--- src/rtl/mips_mc_ctrl.sv ---
// mips_mc_ctrl: multi-cycle FETCH/DECODE/EXEC/MEM/WB control FSM for the P-series MIPS core.
// Rev 1.0 - initial release.
`default_nettype none

module mips_mc_ctrl #(
  parameter int CNT_W = 32
) (
  input  logic             clk,
  input  logic             reset,
  input  logic [5:0]       opcode,
  input  logic [5:0]       funct,
  input  logic             mem_ready,
  output logic             ir_we,
  output logic             pc_we,
  output logic [1:0]       branch,
  output logic             reg_we,
  output logic [1:0]       reg_dst,
  output logic [1:0]       wd_sel,
  output logic             alu_src,
  output logic             ext_op,
  output logic [1:0]       alu_op,
  output logic             mem_we,
  output logic             illegal,
  output logic [2:0]       state,
  output logic [CNT_W-1:0] retired
);

  localparam logic [2:0] S_FETCH  = 3'd0;
  localparam logic [2:0] S_DECODE = 3'd1;
  localparam logic [2:0] S_EXEC   = 3'd2;
  localparam logic [2:0] S_MEM    = 3'd3;
  localparam logic [2:0] S_WB     = 3'd4;

  localparam logic [3:0] I_ILL  = 4'd0;
  localparam logic [3:0] I_ADDU = 4'd1;
  localparam logic [3:0] I_SUBU = 4'd2;
  localparam logic [3:0] I_JR   = 4'd3;
  localparam logic [3:0] I_NOP  = 4'd4;
  localparam logic [3:0] I_ORI  = 4'd5;
  localparam logic [3:0] I_LUI  = 4'd6;
  localparam logic [3:0] I_LW   = 4'd7;
  localparam logic [3:0] I_SW   = 4'd8;
  localparam logic [3:0] I_BEQ  = 4'd9;
  localparam logic [3:0] I_J    = 4'd10;
  localparam logic [3:0] I_JAL  = 4'd11;

  logic [2:0]       state_q, state_d;
  logic [CNT_W-1:0] retired_q, retired_d;
  logic [3:0]       instr;

  // Unmasked outputs; reset gating is applied at the ports.
  logic       ir_we_raw, pc_we_raw, reg_we_raw, mem_we_raw, illegal_raw;
  logic [1:0] branch_raw, reg_dst_raw, wd_sel_raw, alu_op_raw;
  logic       alu_src_raw, ext_op_raw;

  always_comb begin
    instr = I_ILL;
    unique case (opcode)
      6'b000000: begin
        unique case (funct)
          6'b100001: instr = I_ADDU;
          6'b100011: instr = I_SUBU;
          6'b001000: instr = I_JR;
          6'b000000: instr = I_NOP;
          default:   instr = I_ILL;
        endcase
      end
      6'b001101: instr = I_ORI;
      6'b001111: instr = I_LUI;
      6'b100011: instr = I_LW;
      6'b101011: instr = I_SW;
      6'b000100: instr = I_BEQ;
      6'b000010: instr = I_J;
      6'b000011: instr = I_JAL;
      default:   instr = I_ILL;
    endcase
  end

  always_ff @(posedge clk) begin
    if (!reset) begin
      state_q   <= S_FETCH;
      retired_q <= '0;
    end else begin
      state_q   <= state_d;
      retired_q <= retired_d;
    end
  end

  always_comb begin
    state_d = S_FETCH;
    unique case (state_q)
      S_FETCH:  state_d = S_DECODE;
      S_DECODE: state_d = (instr == I_ILL) ? S_FETCH : S_EXEC;
      S_EXEC: begin
        unique case (instr)
          I_ADDU, I_SUBU, I_ORI, I_LUI: state_d = S_WB;
          I_LW, I_SW:                   state_d = S_MEM;
          default:                      state_d = S_FETCH;
        endcase
      end
      S_MEM: begin
        if (instr == I_LW) begin
          state_d = mem_ready ? S_WB : S_MEM;
        end else if (instr == I_SW) begin
          state_d = mem_ready ? S_FETCH : S_MEM;
        end else begin
          state_d = S_FETCH;
        end
      end
      S_WB:     state_d = S_FETCH;
      default:  state_d = S_FETCH;
    endcase
  end

  always_comb begin
    retired_d = retired_q;
    if (pc_we_raw && !illegal_raw) begin
      retired_d = retired_q + {{(CNT_W-1){1'b0}}, 1'b1};
    end
  end

  always_comb begin
    ir_we_raw   = 1'b0;
    pc_we_raw   = 1'b0;
    branch_raw  = 2'b00;
    reg_we_raw  = 1'b0;
    reg_dst_raw = 2'b00;
    wd_sel_raw  = 2'b00;
    alu_src_raw = 1'b0;
    ext_op_raw  = 1'b0;
    alu_op_raw  = 2'b00;
    mem_we_raw  = 1'b0;
    illegal_raw = 1'b0;
    unique case (state_q)
      S_FETCH: ir_we_raw = 1'b1;
      S_DECODE: begin
        if (instr == I_ILL) begin
          pc_we_raw   = 1'b1;
          illegal_raw = 1'b1;
        end
      end
      S_EXEC: begin
        unique case (instr)
          I_ADDU: alu_op_raw = 2'b00;
          I_SUBU: alu_op_raw = 2'b01;
          I_ORI: begin
            alu_op_raw  = 2'b10;
            alu_src_raw = 1'b1;
          end
          I_LUI: begin
            alu_op_raw  = 2'b11;
            alu_src_raw = 1'b1;
          end
          I_LW, I_SW: begin
            alu_src_raw = 1'b1;
            ext_op_raw  = 1'b1;
          end
          I_BEQ: begin
            alu_op_raw = 2'b01;
            pc_we_raw  = 1'b1;
            branch_raw = 2'b01;
          end
          I_J: begin
            pc_we_raw  = 1'b1;
            branch_raw = 2'b10;
          end
          I_JAL: begin
            pc_we_raw   = 1'b1;
            branch_raw  = 2'b10;
            reg_we_raw  = 1'b1;
            reg_dst_raw = 2'b10;
            wd_sel_raw  = 2'b10;
          end
          I_JR: begin
            pc_we_raw  = 1'b1;
            branch_raw = 2'b11;
          end
          I_NOP: pc_we_raw = 1'b1;
          default: ;
        endcase
      end
      S_MEM: begin
        // Address path stays on base+sext(imm) for the whole access.
        alu_src_raw = 1'b1;
        ext_op_raw  = 1'b1;
        if (instr == I_SW) begin
          mem_we_raw = 1'b1;
          pc_we_raw  = mem_ready;
        end
      end
      S_WB: begin
        reg_we_raw = 1'b1;
        pc_we_raw  = 1'b1;
        unique case (instr)
          I_ADDU, I_SUBU: reg_dst_raw = 2'b01;
          I_LW:           wd_sel_raw  = 2'b01;
          default: ;
        endcase
      end
      default: ;
    endcase
  end

  assign ir_we   = reset & ir_we_raw;
  assign pc_we   = reset & pc_we_raw;
  assign reg_we  = reset & reg_we_raw;
  assign mem_we  = reset & mem_we_raw;
  assign illegal = reset & illegal_raw;
  assign branch  = reset ? branch_raw  : 2'b00;
  assign reg_dst = reset ? reg_dst_raw : 2'b00;
  assign wd_sel  = reset ? wd_sel_raw  : 2'b00;
  assign alu_src = reset & alu_src_raw;
  assign ext_op  = reset & ext_op_raw;
  assign alu_op  = reset ? alu_op_raw  : 2'b00;
  assign state   = reset ? state_q     : S_FETCH;
  assign retired = reset ? retired_q   : '0;

endmodule

`default_nettype wire

--- config.mk ---
export PLATFORM = sky130hd
export DESIGN_NAME = mips_mc_ctrl
export DESIGN_NICKNAME = d
export VERILOG_FILES = /design/src/rtl/mips_mc_ctrl.sv
export SDC_FILE = /design/constraint.sdc
export NUM_CORES = 1
export LEC_CHECK = 0
export BUFFER_PORTS_ARGS = -buffer_cell sky130_fd_sc_hd__buf_2
export CAP_MARGIN = 20
export CORE_UTILIZATION = 57
export CTS_CLUSTER_SIZE = 14
export DETAILED_ROUTE_END_ITERATION = 8
export HOLD_SLACK_MARGIN = 0.1
export PLACE_DENSITY_LB_ADDON = 0.1
export SKIP_LAST_GASP = 1
export SLEW_MARGIN = 20
export SYNTH_ARGS = -nofsm -noshare
export SYNTH_HDL_FRONTEND = slang
export SYNTH_SLANG_ARGS = --single-unit
--- constraint.sdc ---
create_clock -name clk -period 5.4 [get_ports clk]
set_clock_uncertainty 0.05 [all_clocks]
set_input_delay 1.35 -clock clk [delete_from_list [all_inputs] [get_ports clk]]
set_output_delay 1.35 -clock clk [all_outputs]
set_load 0.1 [all_outputs]
# After elaboration in Yosys (flattened, before gate mapping)
# Cells that the tools add are included.
[op_classes]
add_sub_neg = 1
eq_ne = 25
mux = 38
bitwise_logic = 7
n_reduce_logical = 13
[ops]
columns = ["cell", "count"]
rows = [
  ["$add 32x1->32 const B", 1],
  ["$mux 32", 1],
  ["$pmux 4 s8", 1],
  ["$eq 6x6->1 const B", 4],
  ["$pmux 3 s4", 2],
  ["$mux 2", 10],
  ["$eq 6x4->1 const B", 3],
  ["$eq 4x3->1 const B", 4],
  ["$eq 4x4->1 const B", 4],
  ["$eq 6x2->1 const B", 2],
  ["$logic_not 6->1", 2],
  ["$mux 1", 12],
  ["$pmux 2 s3", 2],
  ["$mux 3", 3],
  ["$eq 4x2->1 const B", 2],
  ["$pmux 2 s2", 2],
  ["$reduce_or 2->1", 4],
  ["$reduce_or 4->1", 2],
  ["$and 1x1->1", 7],
  ["$eq 3x2->1 const B", 2],
  ["$eq 6x3->1 const B", 1],
  ["$pmux 1 s2", 3],
  ["$pmux 3 s2", 1],
  ["$reduce_or 5->1", 1],
  ["8 further kinds", 8],
]
[totals]
regBits = 35
out_inout_bits = 50

# Longest topological paths before layout
[depth]
word_depth = 8
depth_mapped = 11
mapped_depth_nobuf = 7

# Worst setup path after synthesis
# No wires, ideal clock.
[synth_path]
path_type = "input port to output port"
start = "input opcode[0]"
end = "output alu_src"
arrival_ns = 5.367
setup_slack_ns = -1.367
stages = 7
n_path_buf = 1
cell_sequence = "buf_2 and4b_1 a211oi_1 o32a_1 xnor2_1 nor3b_1 or2_2"
[synth_via]
elab_chain_len = 7
word_cells_on_any_way = 17
[synth_lines]
columns = ["element", "line_no", "source"]
rows = [
  ["from (decl)", "10", "input logic [5:0] opcode,"],
  ["$eq 6x2->1 (tied with other cells)", "58", "unique case (opcode)"],
  ["$pmux 4 s8 *", "58", ""],
  ["$eq 4x3->1 / $eq 4x4->1 (equally long branches)", "143", "unique case (instr)"],
  ["$reduce_or 4->1 (no line) *", "-", ""],
  ["$mux 1 *", "143", ""],
  ["$pmux 1 s2 *", "134", "unique case (state_q)"],
  ["$and 1x1->1 *", "212", "assign alu_src = reset & alu_src_raw;"],
  ["to (decl)", "19", "output logic alu_src,"],
]
# Mark *: on every way between the ends. The rest lies on a longest branch, timed or not.

# Worst setup path after layout
[layout_path]
start = "input opcode[3]"
end = "output pc_we"
[layout_via]
elab_chain_len = 7
word_cells_on_any_way = 22
[layout_lines]
columns = ["element", "line_no", "source"]
rows = [
  ["$eq 6x2->1 (tied with other cells)", "58", ""],
  ["$pmux 4 s8 *", "58", ""],
  ["$eq 4x4->1 (tied with other cells)", "143", ""],
  ["$reduce_or 5->1 (no line)", "-", ""],
  ["$mux 1", "143", ""],
  ["$pmux 1 s4 *", "134", ""],
  ["$and 1x1->1 *", "205", "assign pc_we = reset & pc_we_raw;"],
  ["to (decl)", "14", "output logic pc_we,"],
]
# Marks and branches as above.

==> qor.csv <==
metric;value;unit
CTS max path bufs;2;
first-pass GRT wire length;8.88;mm
initial antenna violation count;0;
Req. time, crit path;4000;ps
crit path capture type;output pin;
PostCTS Resize Cnt;0;
syn_area_per_cell;7.92;µm²
met2 wire len;2.59;mm
slew margin rel.;0.673;
PnR Total Power;0.000516;W
CP max FO;11;
IO Count;65;
initial DRC count;139;
clock sinks;35;
Wirelength per Cell;13.7;µm
Hold Fails Final Rpt;0;
CP startpoint;opcode[3];
multiplexer share of the synthesized area;0.0354;
# setup viols final;0;
Total Die Area;4600;µm²
Max Used Layer;met4;
adder-cell share of the synthesized area;0.00506;
RSZ-0062 raised after global routing;no;
Post-synth top cells;35 x dfxtp_1, 33 x and2_1, 29 x a21oi_1;
Core Rows;23;
number of flops mapped to enable cells by yosys;0;
Reg2Reg Capture Point;retired_q[31]$_SDFFE_PN0P_;
layout cells sized above 1;0.258;
initial core utilization;0.605;
P&R area growth vs syn;18.8;%
H-tree Lvls;2;
gr usage total;0.248;
syn_nets;328;
hold buffer count at cts;0;
clock transition at the registers of the reported paths;80;ps
TritonRoute pass-1 iters;4;
leakage power;1.13;nW
post-route minimum period;4880;ps
Core Util, Final;0.719;
DIE HEIGHT;67.9;µm
Antenna diodes;0;
Tightest Hold Check Type;reg2reg;
Worst Path Arrival;3480;ps
CP Buf/Inv Count;2;
r2r startpoint;retired_q[2]$_SDFFE_PN0P_;
Die Span X;67.9;µm
total grt overflow;0;
cells after synthesis;312;
fillers;353;
outcome;finished clean;
number of global-route vias before repair;2017;
Yosys top cell area share;0.283;
Antenna Violating Nets Remaining;0;
Slew Limit Fails;0;
Max VDD drop;146;µV
Cell Pwr Density;176;nW/µm²
CTS root buf;clkbuf_8;
fin crit share;0.903;
Fin Setup TNS;0;ps
PortBufs;64;
leading area contributor after synthesis;dfxtp_1;
Slowest-stage cell, CP;buf_2;
routability cong.;0.807;
area of the mapped netlist;2470;µm²
Top Family by Delay on Critical Path;simple AND/OR/NAND/NOR gates;
Cell variety after synth;54;
final net count;379;
via count;2478;
max-cap viol count;0;
largest net degree at the start of global routing;57;
post-CTS setup buffer count;0;
later-pin clock latency in the skew report;280;ps
dpl hpwl;4.04;mm
met1 wire length;2.76;mm
worst reg2reg setup slack;2710;ps
worst slew pin tran;485;ps
Worst setup SP type;input pin;
sequential fraction of the synthesis area;0.283;
simple-gate share of the synthesized area;0.391;
Synth Area in XOR/XNOR;0.0106;
synth top area cells;dfxtp_1 28%, and2_1 8.4%, a21oi_1 5.9%;
CP Depth;8;
most used cell, CP;buf_2;
critical path class;in2out;
Post-Route WL;5.66;mm
cell breakdown of the critical path;buf_2, and4b_1, a211oi_1, o32a_1, nand4b_1, or2_2, a21oi_2, buf_2;
CTS buffer count;5;
R2R cell count;7;
tightest hold margin;426;ps
ys async rst share;0;
CTS tree;yes;
Main synth FF type;dfxtp_1;
Largest stage delay, worst path;440;ps
last element of the critical path;pc_we;
top-count cell post-synth;dfxtp_1;
synthesized flop and latch total;35;
Compound-Gate Fraction of Synth Area;0.205;
met3 WL;241;µm
DRC errors left;0;
yosys warns;0;
vias per inst;5.99;
Achievable Freq;0.205;GHz
CORE AREA;4090;µm²
main combinational cell family by area after synthesis;simple AND/OR/NAND/NOR gates;
metal layers:
layer | vias to the layer above | global-route usage
li1 | 1263 | -
met1 | 1148 | 0.330
met2 | 60 | 0.405
met3 | 7 | 0.0533
met4 | 0 | 0.0651
met5 | - | 0
state kept, by name, indices dropped and copies added (netlist names):
register / count
retired_q: 32
state_q: 3
where the power goes:
part / switching [W] / internal, W / leakage [nW]
registers: 0.00000266 / 0.000259 / 0.282
clock network: 0.0000954 / 0.0000902 / 0.0412
logic: 0.0000504 / 0.0000185 / 0.810
how the worst min path moves through the flow:
| stage | depth (start not counted) | slack [ps] | from | to |
|---|---|---|---|---|
| 2_1_floorplan | 2 | 400 | retired_q[31]$_SDFFE_PN0P_ | retired_q[31]$_SDFFE_PN0P_ |
| 3_3_place_gp | 2 | 410 | retired_q[14]$_SDFFE_PN0P_ | retired_q[14]$_SDFFE_PN0P_ |
| 3_5_place_dp | 2 | 420 | retired_q[31]$_SDFFE_PN0P_ | retired_q[31]$_SDFFE_PN0P_ |
| 4_1_cts | 2 | 430 | retired_q[31]$_SDFFE_PN0P_ | retired_q[31]$_SDFFE_PN0P_ |
| 5_1_grt | 2 | 460 | retired_q[14]$_SDFFE_PN0P_ | retired_q[14]$_SDFFE_PN0P_ |
| 6_report | 2 | 430 | retired_q[31]$_SDFFE_PN0P_ | retired_q[31]$_SDFFE_PN0P_ |
cell families (layout without fill, tap and decap cells):
group           Yosys count  count (layout)
buf+inv                  31              83
compound gates           74              74
mux                       8               8
fa+ha+maj                 1               1
simple gates            160             160
xor+xnor                  3               3
flops                    35              35
stage by stage:
step / cell area, µm² / setup WS (ps) / instances
after floorplan: 2490 / -253 / 312
after global placement: 2850 / 627 / 406
after detailed placement: 2850 / 534 / 406
after CTS: 2940 / 535 / 414
after global routing: 2940 / 347 / 414
final: 2940 / 522 / 414
cell type report:
class                           count  area, µm²  area share
Clock inverter                      2       12.5     0.00426
Inverter                            8       30.0      0.0102
Multi-Input combinational cell    246       1630       0.554
Tap cell                           50       62.6      0.0213
Timing Repair Buffer               67        433       0.147
Sequential cell                    35        701       0.239
Clock buffer                        6       72.6      0.0247
layout by cell type, fill, tap and decap left out, drive strengths merged, types with 2 or more instances in the layout:
| master | instances |
|---|---|
| xnor2 | 2 |
| o31ai | 17 |
| or4 | 15 |
| and4b | 2 |
| o32ai | 2 |
| and4 | 3 |
| nand2b | 2 |
| mux2i | 2 |
| nor4b | 2 |
| nor3b | 6 |
| or4b | 2 |
| and2 | 33 |
| and3 | 5 |
| buf | 67 |
| o21ai | 11 |
| nor2b | 2 |
| clkbuf | 6 |
| a21oi | 30 |
| mux2 | 6 |
| nand4 | 6 |
| nand3 | 14 |
| nor3 | 10 |
| o31a | 2 |
| nand2 | 16 |
| dfxtp | 35 |
| or2 | 3 |
| a41o | 2 |
| nor2 | 26 |
| a32oi | 3 |
| or3 | 10 |
| inv | 8 |
worst min-delay path: cells and delay by family, from the launching register on:
family	cells	cell delay [ps]
DFF	1	320
AOI/OAI and AO/OA	2	110
No activity file was read; power rests on OpenSTA's default activity.
